$ cat config.mk
export PLATFORM = sky130hd
export DESIGN_NAME = alu_status_unit
export DESIGN_NICKNAME = d
export VERILOG_FILES = /design/src/rtl/alu_status_unit.sv
export SDC_FILE = /design/constraint.sdc
export NUM_CORES = 1
export LEC_CHECK = 0
export ABC_AREA = 1
export BUFFER_PORTS_ARGS = -buffer_cell sky130_fd_sc_hd__buf_2
export CELL_PAD_IN_SITES_DETAIL_PLACEMENT = 0
export CELL_PAD_IN_SITES_GLOBAL_PLACEMENT = 1
export CORE_MARGIN = 4
export CORE_UTILIZATION = 36
export DETAILED_ROUTE_END_ITERATION = 8
export PLACE_DENSITY = 0.77
export SLEW_MARGIN = 20
export SYNTH_ARGS = -nofsm -noshare
export SYNTH_HDL_FRONTEND = slang
export SYNTH_SLANG_ARGS = --single-unit
$ cat constraint.sdc
create_clock -name clk -period 2 [get_ports clk]
set_input_delay 0.2 -clock clk [delete_from_list [all_inputs] [get_ports clk]]
set_output_delay 0.2 -clock clk [all_outputs]
set_load 0.005 [all_outputs]
$ cat src/rtl/alu_status_unit.sv
// ---------------------------------------------------------------------------
// alu_status_unit
//   Receive side of the ALU flag interface for the MIPS-lite datapath.
//   - Captures the ALU zero/overflow/negative flags into a status register.
//   - Evaluates branch conditions against the captured flags. If the flags
//     are being written in the same cycle, the incoming values are used.
//   - Counts overflow events in a saturating counter.
//   - Raises an overflow trap that stays pending until it is acknowledged.
//
// Parameters
//   CNT_W     width of the saturating overflow event counter
//   TRAP_EN   1: an overflow raises ovf_trap; 0: overflows are only counted
//
// Ports
//   clk        in   rising-edge clock
//   reset      in   asynchronous, active-high reset
//   zin        in   ALU zero flag
//   vin        in   ALU overflow flag
//   nin        in   ALU negative flag
//   flag_we    in   capture zin/vin/nin this cycle
//   br_req     in   branch evaluation request (one-cycle pulse)
//   cond       in   condition code, sampled together with br_req
//   trap_ack   in   acknowledge / clear the pending overflow trap
//   cnt_clr    in   synchronous clear of ovf_count
//   zflag      out  registered Z
//   vflag      out  registered V
//   nflag      out  registered N
//   br_valid   out  branch decision valid, one cycle after br_req
//   br_taken   out  branch decision, meaningful while br_valid=1
//   ovf_trap   out  overflow trap pending
//   ovf_count  out  number of captured overflows, saturating
// ---------------------------------------------------------------------------
module alu_status_unit #(
    parameter int CNT_W   = 8,
    parameter int TRAP_EN = 1
) (
    input  logic             clk,
    input  logic             reset,
    input  logic             zin,
    input  logic             vin,
    input  logic             nin,
    input  logic             flag_we,
    input  logic             br_req,
    input  logic [2:0]       cond,
    input  logic             trap_ack,
    input  logic             cnt_clr,
    output logic             zflag,
    output logic             vflag,
    output logic             nflag,
    output logic             br_valid,
    output logic             br_taken,
    output logic             ovf_trap,
    output logic [CNT_W-1:0] ovf_count
);

    typedef enum logic {
        IDLE = 1'b0,
        TRAP = 1'b1
    } state_t;

    state_t state;
    state_t state_next;

    logic ovf_event;
    logic f_z;
    logic f_v;
    logic f_n;
    logic cond_true;

    assign ovf_event = flag_we & vin;

    // Status register
    always_ff @(posedge clk or posedge reset) begin
        if (reset) begin
            zflag <= 1'b0;
            vflag <= 1'b0;
            nflag <= 1'b0;
        end else if (flag_we) begin
            zflag <= zin;
            vflag <= vin;
            nflag <= nin;
        end
    end

    // Forward the flags being written this cycle so a branch issued alongside
    // the ALU result sees the new flags rather than the stale register.
    always_comb begin
        f_z = zflag;
        f_v = vflag;
        f_n = nflag;
        if (flag_we) begin
            f_z = zin;
            f_v = vin;
            f_n = nin;
        end
    end

    always_comb begin
        cond_true = 1'b0;
        unique case (cond)
            3'b000: cond_true = 1'b0;
            3'b001: cond_true = f_z;
            3'b010: cond_true = ~f_z;
            3'b011: cond_true = f_n;
            3'b100: cond_true = ~f_n;
            3'b101: cond_true = f_v;
            3'b110: cond_true = f_n ^ f_v;   // signed less-than
            3'b111: cond_true = 1'b1;
        endcase
    end

    // Branch decision: registered, so each request yields exactly one
    // valid cycle and back-to-back requests pipeline at one per clock.
    always_ff @(posedge clk or posedge reset) begin
        if (reset) begin
            br_valid <= 1'b0;
            br_taken <= 1'b0;
        end else begin
            br_valid <= br_req;
            br_taken <= br_req & cond_true;
        end
    end

    // Saturating overflow counter; a clear in the same cycle as an overflow
    // wins and that event is dropped.
    always_ff @(posedge clk or posedge reset) begin
        if (reset) begin
            ovf_count <= '0;
        end else if (cnt_clr) begin
            ovf_count <= '0;
        end else if (ovf_event && (ovf_count != '1)) begin
            ovf_count <= ovf_count + 1'b1;
        end
    end

    // Trap FSM
    always_ff @(posedge clk or posedge reset) begin
        if (reset) begin
            state <= IDLE;
        end else begin
            state <= state_next;
        end
    end

    always_comb begin
        state_next = state;
        unique case (state)
            IDLE: begin
                if (ovf_event && (TRAP_EN != 0)) begin
                    state_next = TRAP;
                end
            end
            TRAP: begin
                // An overflow arriving with the ack re-arms the trap.
                if (trap_ack && !ovf_event) begin
                    state_next = IDLE;
                end
            end
        endcase
    end

    assign ovf_trap = (state == TRAP);

endmodule

==> summary.txt, run 1 <==
Floorplan
  – Starting Density: 39.1%
  – Die area: 0.00303 mm2
  – Total I/O pin count: 26
  – Die Y: 55.1 um
  – FP Rows: 16
  – Die X-Extent: 55.1 um
  – Core Area: 0.00204 mm2

Final layout
  – Syn-to-layout area delta: 25.7%
  – Post-layout util: 49.1%
  – Layout cells sized above 1: 27.0%
  – Multi-input gate area: 380 um2
  – Fillers: 226
  – FF/Latch Area: 350 um2
  – Nets@finish: 151
  – N_diodes: 0
  – Design area: 0.00100 mm2

Drt
  – Vias per std cell: 4.51
  – Antenna viol nets, final: 0
  – Iteration-0 DRC Markers: 3
  – DRC Markers: 0
  – Detailed Routing Iterations Pass 1: 3
  – Detailed-route via count: 740
  – Drt total wl: 1.65 mm
  – Routed length per instance: 10.1 um

Global routing
  – Total track usage: 13.5%
  – First-pass GRT wire length: 2.87 mm
  – Initial antenna violation count: 0
  – Largest net degree at the start of global routing: 15
  – Global route overflow: 0
  – Number of global-route vias before repair: 704

CTS
  – Num CTS Buffers: 3
  – Clock sink total: 14
  – Root Buffer: clkbuf_4
  – Skew-Pair Late Insertion Delay: 0.27 ns
  – # resized after CTS: 0
  – CTS tree: done
  – H-tree levels: 1
  – Clock transition at path regs: 0.08 ns
  – Max clock buf depth: 2

Worst setup path
  – CP Capture Type: flip-flop
  – Worst Path Arrival: 1.58 ns
  – Worst Setup Start Kind: flip-flop
  – Worst setup path category: reg -> reg
  – Critical Path RT: 2.17 ns
  – Crit-path max FO: 7

Timing
  – Slew Viols, Final: 0
  – Final hold viol count: 0
  – Setup TNS: 0 ns
  – RSZ-0062 raised after global routing: false
  – Slew Limit Headroom: 64.1%
  – Final setup vio count: 0
  – Fmax: 708 MHz
  – Worst slew pin tran: 0.538 ns
  – Min Tclk post-route: 1.41 ns
  – Fin crit share: 70.6%
  – Worst Skew: 0.000597 ns

Logic synthesis
  – Sequential cell area fraction in the yosys report: 43.9%
  – Mapped Cells: 107
  – Unique masters post-synth: 18
  – Asr flop ratio synth: 100%
  – Main synth FF type: dfrtp_1
  – EDFF count, synth: 0
  – Mean Syn Cell Area: 7.46 um2
  – Synth warnings: 0
  – Netlist Area Pre-Place: 798 um2
  – Yosys reg bits: 14
  – Synth Net Count: 120

Placement
  – DP Area: 957 um2
  – Port buffer count: 25
  – RePlAce Congestion: 0.728
  – Post-detail-place hpwl: 1.39 mm

Min path
  – Hold Crit Class: in -> reg

Run
  – Max-cap check violation count: 0

Power and ir drop
  – PD cells: 577 mW/mm2
  – Total power: 0.579 mW
  – LEAKAGE: 0.620 nW
  – VDD IR max: 309 uV

Run status
  – Status: complete, no violations
cell usage after synthesis, types with 2 or more instances:
master,number,area share [%]
nand2_1,39,18
inv_1,16,7.5
dfrtp_1,14,44
nor2_1,11,5.2
nand3_1,9,5.6
a21oi_1,2,1.3
inv_2,2,0.94
nand3b_1,2,1.9
nand4_1,2,1.6
xor2_1,2,2.2
power by group:
group / internal [mW] / switching, mW
clock network: 0.111 / 0.0878
registers: 0.295 / 0.00649
logic: 0.0325 / 0.0463
flip-flops by register name, indices dropped and copies added (netlist names):
| register | cells |
|---|---|
| br_taken | 1 |
| br_valid | 1 |
| nflag | 1 |
| ovf_count | 8 |
| ovf_trap | 1 |
| vflag | 1 |
| zflag | 1 |
metal layers:
metal	GRT usage (%)	share of wire [%]	vias up
met2	23.2	53	14
met3	2.41	3.9	2
met1	15.3	42	335
li1	-	-	389
met5	0	0	-
met4	8.50	1.6	0
through the flow:
stage,cells,hold slack [ns],setup WS [ns]
after global routing,164,0.0242,0.456
after CTS,164,0.0315,0.572
after global placement,159,0.268,0.629
after floorplan,107,0.0892,0.672
final,164,0.0430,0.588
after detailed placement,159,0.279,0.583
repair_timing:
action / CTS / global route
buffers inserted: 0 / 0
hold buffers: 1 / 0
hold endpoints to repair: 14 / 0
endpoints found under the setup margin: 0 / 0
cell families (layout without fill, tap and decap cells):
group / count (synthesis) / after routing / synth area share, %
AO/OA/AOI/OAI: 4 / 4 / 4.54
buffers and inverters: 18 / 48 / 8.46
flip-flops: 14 / 14 / 43.9
AND/OR/NAND/NOR: 68 / 68 / 39.3
XOR/XNOR: 2 / 2 / 2.19
adder cells (fa/ha/maj): 1 / 1 / 1.57
cell type report:
type	count	share of cell area (%)
clock buffer	4	3.62
sequential	14	34.9
tap	27	3.37
multi-input combinational	75	37.9
inverter	18	6.73
timing repair buffer	26	13.5
worst max-delay path, stage by stage, from the launching register on:
cell	delay [ns]
dfrtp_1	0.42
ha_1	0.24
nand2_1	0.12
inv_2	0.06
a31oi_4	0.27
nor2_4	0.08
nand2_1	0.06
nand2_1	0.05
cells in the final DEF, fill, tap and decap left out:
cell type / netlist / final
inv_2: 2 / 2
nand4_1: 2 / 2
a21oi_1: 2 / 2
clkbuf_8: 0 / 1
nand3_1: 9 / 9
nand2_1: 39 / 39
nor2_2: 1 / 1
nor3_2: 1 / 1
nand3b_1: 2 / 2
inv_1: 16 / 16
dlygate4sd3_1: 0 / 1
buf_2: 0 / 25
ha_1: 1 / 1
o21ai_0: 1 / 1
nor2_4: 1 / 1
a31oi_4: 1 / 1
nand2_2: 1 / 1
clkbuf_4: 0 / 3
dfrtp_1: 14 / 14
nor2_8: 1 / 1
xor2_1: 2 / 2
nor2_1: 11 / 11
final timing paths:
path                               from           end  slack (ns)  cells past startpoint
min                              br_req      br_valid        0.04                      1
max                        ovf_count[0]  ovf_count[2]        0.59                      7
min reg2reg                    ovf_trap      ovf_trap        0.53                      2
max in group asynchronous         reset         zflag        1.15                      3
min in group asynchronous         reset  ovf_count[6]        0.50                      3
max reg2reg                ovf_count[0]  ovf_count[2]        0.59                      7
Power figures use the tool's default switching activity.
==> run 2: changes to the inputs <==
--- a/config.mk
+++ b/config.mk
@@ -5,14 +5,14 @@
 export SDC_FILE = /design/constraint.sdc
 export NUM_CORES = 1
 export LEC_CHECK = 0
-export ABC_AREA = 1
+export ABC_AREA = 0
 export BUFFER_PORTS_ARGS = -buffer_cell sky130_fd_sc_hd__buf_2
 export CELL_PAD_IN_SITES_DETAIL_PLACEMENT = 0
 export CELL_PAD_IN_SITES_GLOBAL_PLACEMENT = 1
 export CORE_MARGIN = 4
-export CORE_UTILIZATION = 36
+export CORE_UTILIZATION = 35
 export DETAILED_ROUTE_END_ITERATION = 8
-export PLACE_DENSITY = 0.77
+export PLACE_DENSITY = 0.73
 export SLEW_MARGIN = 20
 export SYNTH_ARGS = -nofsm -noshare
 export SYNTH_HDL_FRONTEND = slang
==> constraint.sdc (replaced) <==
create_clock -name clk -period 1.4 [get_ports clk]
set_input_delay 0.14 -clock clk [delete_from_list [all_inputs] [get_ports clk]]
set_output_delay 0.14 -clock clk [all_outputs]
set_load 0.005 [all_outputs]
==> run 2 against run 1 <==
Net effect: synthesized cell count fell by 31%; synthesized area is 9.2% lower; hold slack better by 0.0040 ns; maximum frequency rose by 7.0%; flip-flop and latch count unchanged; sequential power rose by 45%; global-route usage grew 0.54 points; largest cell class is now registers; highest routed layer unchanged.
==> summary.txt, run 2 <==
Run status
  – Status: complete, no violations (unchanged)

Placement
  – Post-detail-place hpwl: 1.26 mm (was 1.39 mm)
  – DP Area: 898 um2 (was 957 um2)
  – Cell count after placement: 128 (was 159)
  – Port buffer count: 25 (unchanged)
  – RePlAce Congestion: 0.772 (was 0.728)

Timing
  – Worst Skew: 0.00538 ns (was 0.000597 ns)
  – Fmax: 758 MHz (was 708 MHz)
  – Slew Limit Headroom: 64.0% (was 64.1%)
  – Min Tclk post-route: 1.32 ns (was 1.41 ns)
  – Fin crit share: 94.2% (was 70.6%)
  – Worst slew pin tran: 0.540 ns (was 0.538 ns)
  – Slew Viols, Final: 0 (unchanged)
  – RSZ-0062 raised after global routing: true (was false)
  – Final setup vio count: 0 (unchanged)
  – Final hold viol count: 0 (unchanged)
  – Setup TNS: 0 ns (unchanged)

Min path
  – Hold path depth: 2 (was 1)
  – Worst hold start: trap_ack (was br_req)
  – Hold endpoint: ovf_trap (was br_valid)
  – Hold Crit Class: in -> reg (unchanged)

Final layout
  – Most common cell after layout, fill and taps aside: buf_2 (was nand2_1)
  – Nets@finish: 121 (was 151)
  – Design area: 958 um2 (was 0.00100 mm2)
  – Layout cells sized above 1: 34.6% (was 27.0%)
  – Commonest non-fill, non-tap cells in the layout: 25 x buf_2, 14 x dfrtp_1, 11 x nor2_1 (was 39 x nand2_1, 25 x buf_2, 16 x inv_1)
  – Biggest register: ovf_count (unchanged)
  – Final Non-Filler Cells: 134 (was 164)
  – N_diodes: 0 (unchanged)
  – Largest register FFs: 8 (unchanged)
  – Syn-to-layout area delta: 32.3% (was 25.7%)

Power and ir drop
  – VDD IR max: 508 uV (was 309 uV)
  – PD cells: 887 mW/mm2 (was 577 mW/mm2)
  – LEAKAGE: 0.471 nW (was 0.620 nW)

Drt
  – Drt total wl: 1.71 mm (was 1.65 mm)
  – Iteration-0 DRC Markers: 7 (was 3)
  – DRC Markers: 0 (unchanged)
  – Routed length per instance: 12.8 um (was 10.1 um)
  – Detailed Routing Iterations Pass 1: 3 (unchanged)
  – Antenna viol nets, final: 0 (unchanged)
  – Detailed-route via count: 669 (was 740)
  – Vias per std cell: 4.99 (was 4.51)

Worst setup path
  – Critical Path RT: 1.57 ns (was 2.17 ns)
  – Register-to-register setup slack: 0.08 ns (was 0.59 ns)
  – Worst Setup Start Kind: flip-flop (unchanged)
  – Critical R2R Launch: ovf_count[1] (was ovf_count[0])
  – Worst Path Buf+Inv: 0 (was 1)
  – Worst setup path category: reg -> reg (unchanged)
  – Ordered list of cells on the worst path: ha_2 > nand4_1 > o21bai_1 > mux2i_1 > nor2_1 (was ha_1 > nand2_1 > inv_2 > a31oi_4 > nor2_4 > nand2_1 > nand2_1)
  – Reg-to-Reg End: ovf_count[1] (was ovf_count[2])
  – Worst Path Arrival: 1.49 ns (was 1.58 ns)
  – Worst R2R Path Depth: 5 (was 7)
  – CP Capture Type: flip-flop (unchanged)
  – Worst setup path start: ovf_count[1] (was ovf_count[0])
  – CP top delay family: flip-flops (unchanged)
  – Crit-path max FO: 4 (was 7)
  – CP max-delay cell: dfrtp_1 (unchanged)
  – Critical Path Max Stage Delay: 0.37 ns (was 0.42 ns)

Global routing
  – GR Layer Usage met2: 22.2% (was 23.2%)
  – Met3 Usage GRT: 3.10% (was 2.41%)
  – Total track usage: 14.0% (was 13.5%)
  – GRT Max-Usage Layer: met2 (unchanged)
  – First-pass GRT wire length: 2.93 mm (was 2.87 mm)
  – Initial antenna violation count: 0 (unchanged)
  – Largest net degree at the start of global routing: 15 (unchanged)
  – Global route overflow: 0 (unchanged)
  – Number of global-route vias before repair: 674 (was 704)
  – GR met1 Demand/Resource: 18.4% (was 15.3%)

CTS
  – Max clock buf depth: 2 (unchanged)
  – CTS tree: done (unchanged)
  – Skew-Pair Late Insertion Delay: 0.28 ns (was 0.27 ns)
  – Setup repair bufs after CTS: 0 (unchanged)
  – Clock transition at path regs: 0.09 ns (was 0.08 ns)
  – Num CTS Buffers: 3 (unchanged)
  – H-tree levels: 1 (unchanged)
  – Root Buffer: clkbuf_4 (unchanged)
  – Clock sink total: 14 (unchanged)

Logic synthesis
  – Sequential cell area fraction in the yosys report: 48.4% (was 43.9%)
  – EDFF count, synth: 0 (unchanged)
  – Netlist Area Pre-Place: 724 um2 (was 798 um2)
  – Asr flop ratio synth: 100% (unchanged)
  – Mapped Cells: 74 (was 107)
  – Synth cell count leaders: 14 x dfrtp_1, 11 x nor2_1, 7 x inv_1 (was 39 x nand2_1, 16 x inv_1, 14 x dfrtp_1)
  – Synth warnings: 0 (unchanged)
  – Mean Syn Cell Area: 9.79 um2 (was 7.46 um2)
  – Synth Net Count: 87 (was 120)
  – Main synth FF type: dfrtp_1 (unchanged)
  – Top cell type's share of synthesized area: 48.4% (was 43.9%)
  – Yosys reg bits: 14 (unchanged)
  – Largest area contributor in the netlist: dfrtp_1 (unchanged)
  – Unique masters post-synth: 24 (was 18)
  – Area contributors post-synth: dfrtp_1 48%, mux2i_1 8.3%, nor2_1 5.7%, mux2_4 4.1%, inv_1 3.6% (was dfrtp_1 44%, nand2_1 18%, inv_1 7.5%, nand3_1 5.6%, nor2_1 5.2%)
  – Top-count cell post-synth: dfrtp_1 (was nand2_1)

Floorplan
  – Total I/O pin count: 26 (unchanged)
  – Die X-Extent: 53.5 um (was 55.1 um)
  – Starting Density: 36.9% (was 39.1%)
  – Die area: 0.00286 mm2 (was 0.00303 mm2)
  – FP Rows: 16 (unchanged)
  – Die Y: 53.5 um (was 55.1 um)
  – Core Area: 0.00196 mm2 (was 0.00204 mm2)

Run
  – Max-cap check violation count: 0 (unchanged)
## run 2: what timing repair did
| item | CTS | global route |
|---|---|---|
| hold endpoints to repair | 15 | 0 |
| hold buffers | 2 | 0 |
| resized for setup | 1 | 1 |
| endpoints found under the setup margin | 1 | 5 |
| pin swaps | 0 | 1 |
## run 2: logic make-up (layout without fill, tap and decap cells)
group	after synthesis	after routing	synth area share, %
flip-flops	14	14	48.4
multiplexers	8	8	12.4
adder cells (fa/ha/maj)	1	1	1.73
XOR/XNOR	1	1	1.21
buffers and inverters	9	42	5.70
AO/OA/AOI/OAI	13	13	11.7
AND/OR/NAND/NOR	28	28	18.8
## run 2: how the worst max path moves through the flow
stage	end	slack, ns	depth (start not counted)
after floorplan	ovf_count[1]	0.02	5
after global placement	ovf_count[1]	0.13	5
after detailed placement	ovf_count[1]	0.08	5
after CTS	br_taken	0.02	4
after global routing	ovf_count[2]	-0.001	6
final	ovf_count[1]	0.08	5
## run 2: report_power, final
group          leakage (nW)  switching, mW  internal [mW]
clock                0.0210          0.136          0.158
combinational         0.267         0.0618         0.0587
sequential            0.183         0.0129          0.423
total                 0.471          0.210          0.640
## run 2: routing by layer
layer  part of all wire [%]  up-vias
met5                      0        -
met4                   0.70        0
met3                    5.5        2
met2                     48       18
met1                     46      320
li1                       -      329
## run 2: per-stage QoR
| stage | setup WS, ns | utilization [%] | power, mW | hold slack [ns] |
|---|---|---|---|---|
| 5_1_grt | -0.00105 | 48.9 | 0.897 | 0.0375 |
| 3_3_place_gp | 0.126 | 45.8 | 0.557 | 0.221 |
| 4_1_cts | 0.0230 | 48.7 | 0.865 | 0.0367 |
| 2_1_floorplan | 0.0240 | - | 0.502 | 0.0292 |
| 3_5_place_dp | 0.0797 | 45.8 | 0.559 | 0.219 |
| 6_report | 0.0806 | 48.9 | 0.850 | 0.0470 |
## run 2: cell type report
cell class | instances | area (um2)
repair buffers | 31 | 175
flip-flops and latches | 14 | 350
well taps | 27 | 33.8
inverters | 7 | 26.3
fillers | 219 | 1000
multi-input cells | 51 | 337
clock buffers | 4 | 36.3
==> run 3: changes to the inputs <==
--- a/config.mk
+++ b/config.mk
@@ -10,9 +10,10 @@
 export CELL_PAD_IN_SITES_DETAIL_PLACEMENT = 0
 export CELL_PAD_IN_SITES_GLOBAL_PLACEMENT = 1
 export CORE_MARGIN = 4
-export CORE_UTILIZATION = 35
+export CORE_UTILIZATION = 37
+export CTS_BUF_LIST = sky130_fd_sc_hd__clkbuf_4 sky130_fd_sc_hd__clkbuf_8
 export DETAILED_ROUTE_END_ITERATION = 8
-export PLACE_DENSITY = 0.73
+export PLACE_DENSITY = 0.77
 export SLEW_MARGIN = 20
 export SYNTH_ARGS = -nofsm -noshare
 export SYNTH_HDL_FRONTEND = slang
==> run 3 against run 2 <==
Net effect: clock power decreased by 28%; total power fell by 9.8%; sequential share of layout area shrank 0.24 points; first-iteration DRC count grew 29%; non-clock buffer count is 1 higher; largest cell class is now multi-input gates; largest power group unchanged.
==> summary.txt, run 3 (same netlist as run 2, synthesis figures left out) <==
Worst setup path
  – Worst setup path category: reg -> reg (unchanged)
  – CP top delay family: compound AO/OA/AOI/OAI gates (was flip-flops)
  – CP Capture Type: flip-flop (unchanged)
  – Crit-path max FO: 4 (unchanged)
  – Ordered list of cells on the worst path: nor3b_1 > a211oi_1 > a2111oi_0 > nor4_1 (was ha_2 > nand4_1 > o21bai_1 > mux2i_1 > nor2_1)
  – CP max-delay cell: a2111oi_0 (was dfrtp_1)
  – Worst R2R Path Depth: 4 (was 5)
  – Critical Path RT: 1.54 ns (was 1.57 ns)
  – Reg-to-Reg End: br_taken (was ovf_count[1])
  – Worst Setup Start Kind: flip-flop (unchanged)
  – Critical Path Max Stage Delay: 0.45 ns (was 0.37 ns)
  – Worst Path Buf+Inv: 0 (unchanged)
  – Worst Path Arrival: 1.50 ns (was 1.49 ns)
  – Register-to-register setup slack: 0.05 ns (was 0.08 ns)
  – Critical R2R Launch: vflag (was ovf_count[1])

Floorplan
  – Total I/O pin count: 26 (unchanged)
  – FP Rows: 15 (was 16)
  – Die area: 0.00273 mm2 (was 0.00286 mm2)
  – Die Y: 52.3 um (was 53.5 um)
  – Core Area: 0.00178 mm2 (was 0.00196 mm2)
  – Die X-Extent: 52.3 um (was 53.5 um)
  – Starting Density: 40.6% (was 36.9%)

Timing
  – Fmax: 739 MHz (was 758 MHz)
  – Worst Skew: 0.00313 ns (was 0.00538 ns)
  – Final hold viol count: 0 (unchanged)
  – Min Tclk post-route: 1.35 ns (was 1.32 ns)
  – Worst slew pin tran: 0.535 ns (was 0.540 ns)
  – Final setup vio count: 0 (unchanged)
  – Setup TNS: 0 ns (unchanged)
  – Slew Viols, Final: 0 (unchanged)
  – Slew Limit Headroom: 64.3% (was 64.0%)
  – Setup ws final: 0.0461 ns (was 0.0806 ns)
  – Fin crit share: 96.7% (was 94.2%)
  – RSZ-0062 raised after global routing: false (was true)

Global routing
  – First-pass GRT wire length: 2.41 mm (was 2.93 mm)
  – Largest net degree at the start of global routing: 15 (unchanged)
  – Global route overflow: 0 (unchanged)
  – Number of global-route vias before repair: 524 (was 674)
  – Initial antenna violation count: 0 (unchanged)
  – Total track usage: 12.2% (was 14.0%)

Placement
  – Port buffer count: 25 (unchanged)
  – RePlAce Congestion: 0.804 (was 0.772)
  – DP Area: 896 um2 (was 898 um2)
  – Pre-CTS setup slack: 0.0507 ns (was 0.0797 ns)
  – Post-detail-place hpwl: 1.21 mm (was 1.26 mm)

Drt
  – Met3 Wirelength: 99 um (was 95 um)
  – Detailed Routing Iterations Pass 1: 4 (was 3)
  – Drt total wl: 1.57 mm (was 1.71 mm)
  – Routed length per instance: 11.9 um (was 12.8 um)
  – Highest metal used: met3 (was met4)
  – Vias per std cell: 4.71 (was 4.99)
  – Detailed-route via count: 622 (was 669)
  – Antenna viol nets, final: 0 (unchanged)
  – Wire length on met2: 673 um (was 825 um)
  – Metal-1 WL: 800 um (was 780 um)
  – Iteration-0 DRC Markers: 9 (was 7)
  – DRC Markers: 0 (unchanged)

Final layout
  – Commonest non-fill, non-tap cells in the layout: 25 x buf_2, 14 x dfrtp_1, 10 x nor2_1 (was 25 x buf_2, 14 x dfrtp_1, 11 x nor2_1)
  – N_diodes: 0 (unchanged)
  – Biggest register: ovf_count (unchanged)
  – Nets@finish: 122 (was 121)
  – Most common cell after layout, fill and taps aside: buf_2 (unchanged)
  – Design area: 965 um2 (was 958 um2)
  – Syn-to-layout area delta: 33.2% (was 32.3%)
  – FF/Latch Area: 350 um2 (unchanged)
  – Layout cells sized above 1: 36.4% (was 34.6%)
  – Fillers: 176 (was 219)
  – Multi-input gate area: 352 um2 (was 337 um2)
  – Largest register FFs: 8 (unchanged)

Power and ir drop
  – Total power: 0.767 mW (was 0.850 mW)
  – LEAKAGE: 0.471 nW (about the same)
  – VDD IR max: 606 uV (was 508 uV)
  – PD cells: 795 mW/mm2 (was 887 mW/mm2)

Min path
  – Worst hold start: trap_ack (unchanged)
  – Hold endpoint: ovf_trap (unchanged)
  – Hold path depth: 2 (unchanged)
  – Hold Crit Class: in -> reg (unchanged)

CTS
  – Root Buffer: clkbuf_4 (unchanged)
  – H-tree levels: 1 (unchanged)
  – Clock sink total: 14 (unchanged)
  – Num CTS Buffers: 3 (unchanged)
  – Max clock buf depth: 2 (unchanged)
  – Clock transition at path regs: 0.08 ns (was 0.09 ns)
  – Skew-Pair Late Insertion Delay: 0.27 ns (was 0.28 ns)
  – CTS tree: done (unchanged)

Run status
  – Status: complete, no violations (unchanged)

Run
  – Max-cap check violation count: 0 (unchanged)
run 3: worst max path at each step:
stage / from / end / slack [ns] / depth (start not counted)
detailed placement: ovf_count[1] / ovf_count[1] / 0.05 / 5
CTS: ovf_count[1] / ovf_count[1] / 0.03 / 5
global route: ovf_count[1] / ovf_count[1] / 0.02 / 5
finish: vflag / br_taken / 0.05 / 4
global placement: ovf_count[0] / ovf_count[4] / 0.1 / 5
floorplan: ovf_count[0] / ovf_count[1] / 0.02 / 5
run 3: worst register-to-register path: stages (launching register included):
cell	delay [ns]
dfrtp_1	0.41
nor3b_1	0.21
a211oi_1	0.07
a2111oi_0	0.45
nor4_1	0.08
run 3: area by class of cell:
type	count	area share, %
clock buffer	3	2.33
multi-input combinational	51	36.4
tap	25	3.24
timing repair buffer	32	18.9
inverter	7	2.72
sequential	14	36.3
run 3: timing repair:
| action | CTS | global route |
|---|---|---|
| hold endpoints to repair | 15 | 0 |
| setup endpoints to repair | 0 | 4 |
| hold buffers | 2 | 0 |
| buffers inserted | 0 | 1 |
| gates resized for setup | 0 | 5 |
run 3: layer usage:
| metal | global-route usage (%) | vias to the layer above |
|---|---|---|
| met5 | 0 | - |
| met4 | 2.55 | 0 |
| met3 | 6.27 | 0 |
| met2 | 15.9 | 17 |
| met1 | 17.6 | 272 |
| li1 | - | 333 |
run 3: stage by stage:
stage	instances	hold slack, ns	util [%]
global route	132	0.0495	54.1
CTS	131	0.0522	52.6
detailed placement	126	0.207	50.2
floorplan	74	0.0292	-
global placement	126	0.212	50.2
finish	132	0.0633	54.1
run 3: power breakdown:
part | switching (mW) | total, mW | internal, mW
logic | 0.0581 | 0.118 | 0.0600
clock network | 0.113 | 0.213 | 0.0994
registers | 0.0134 | 0.436 | 0.423
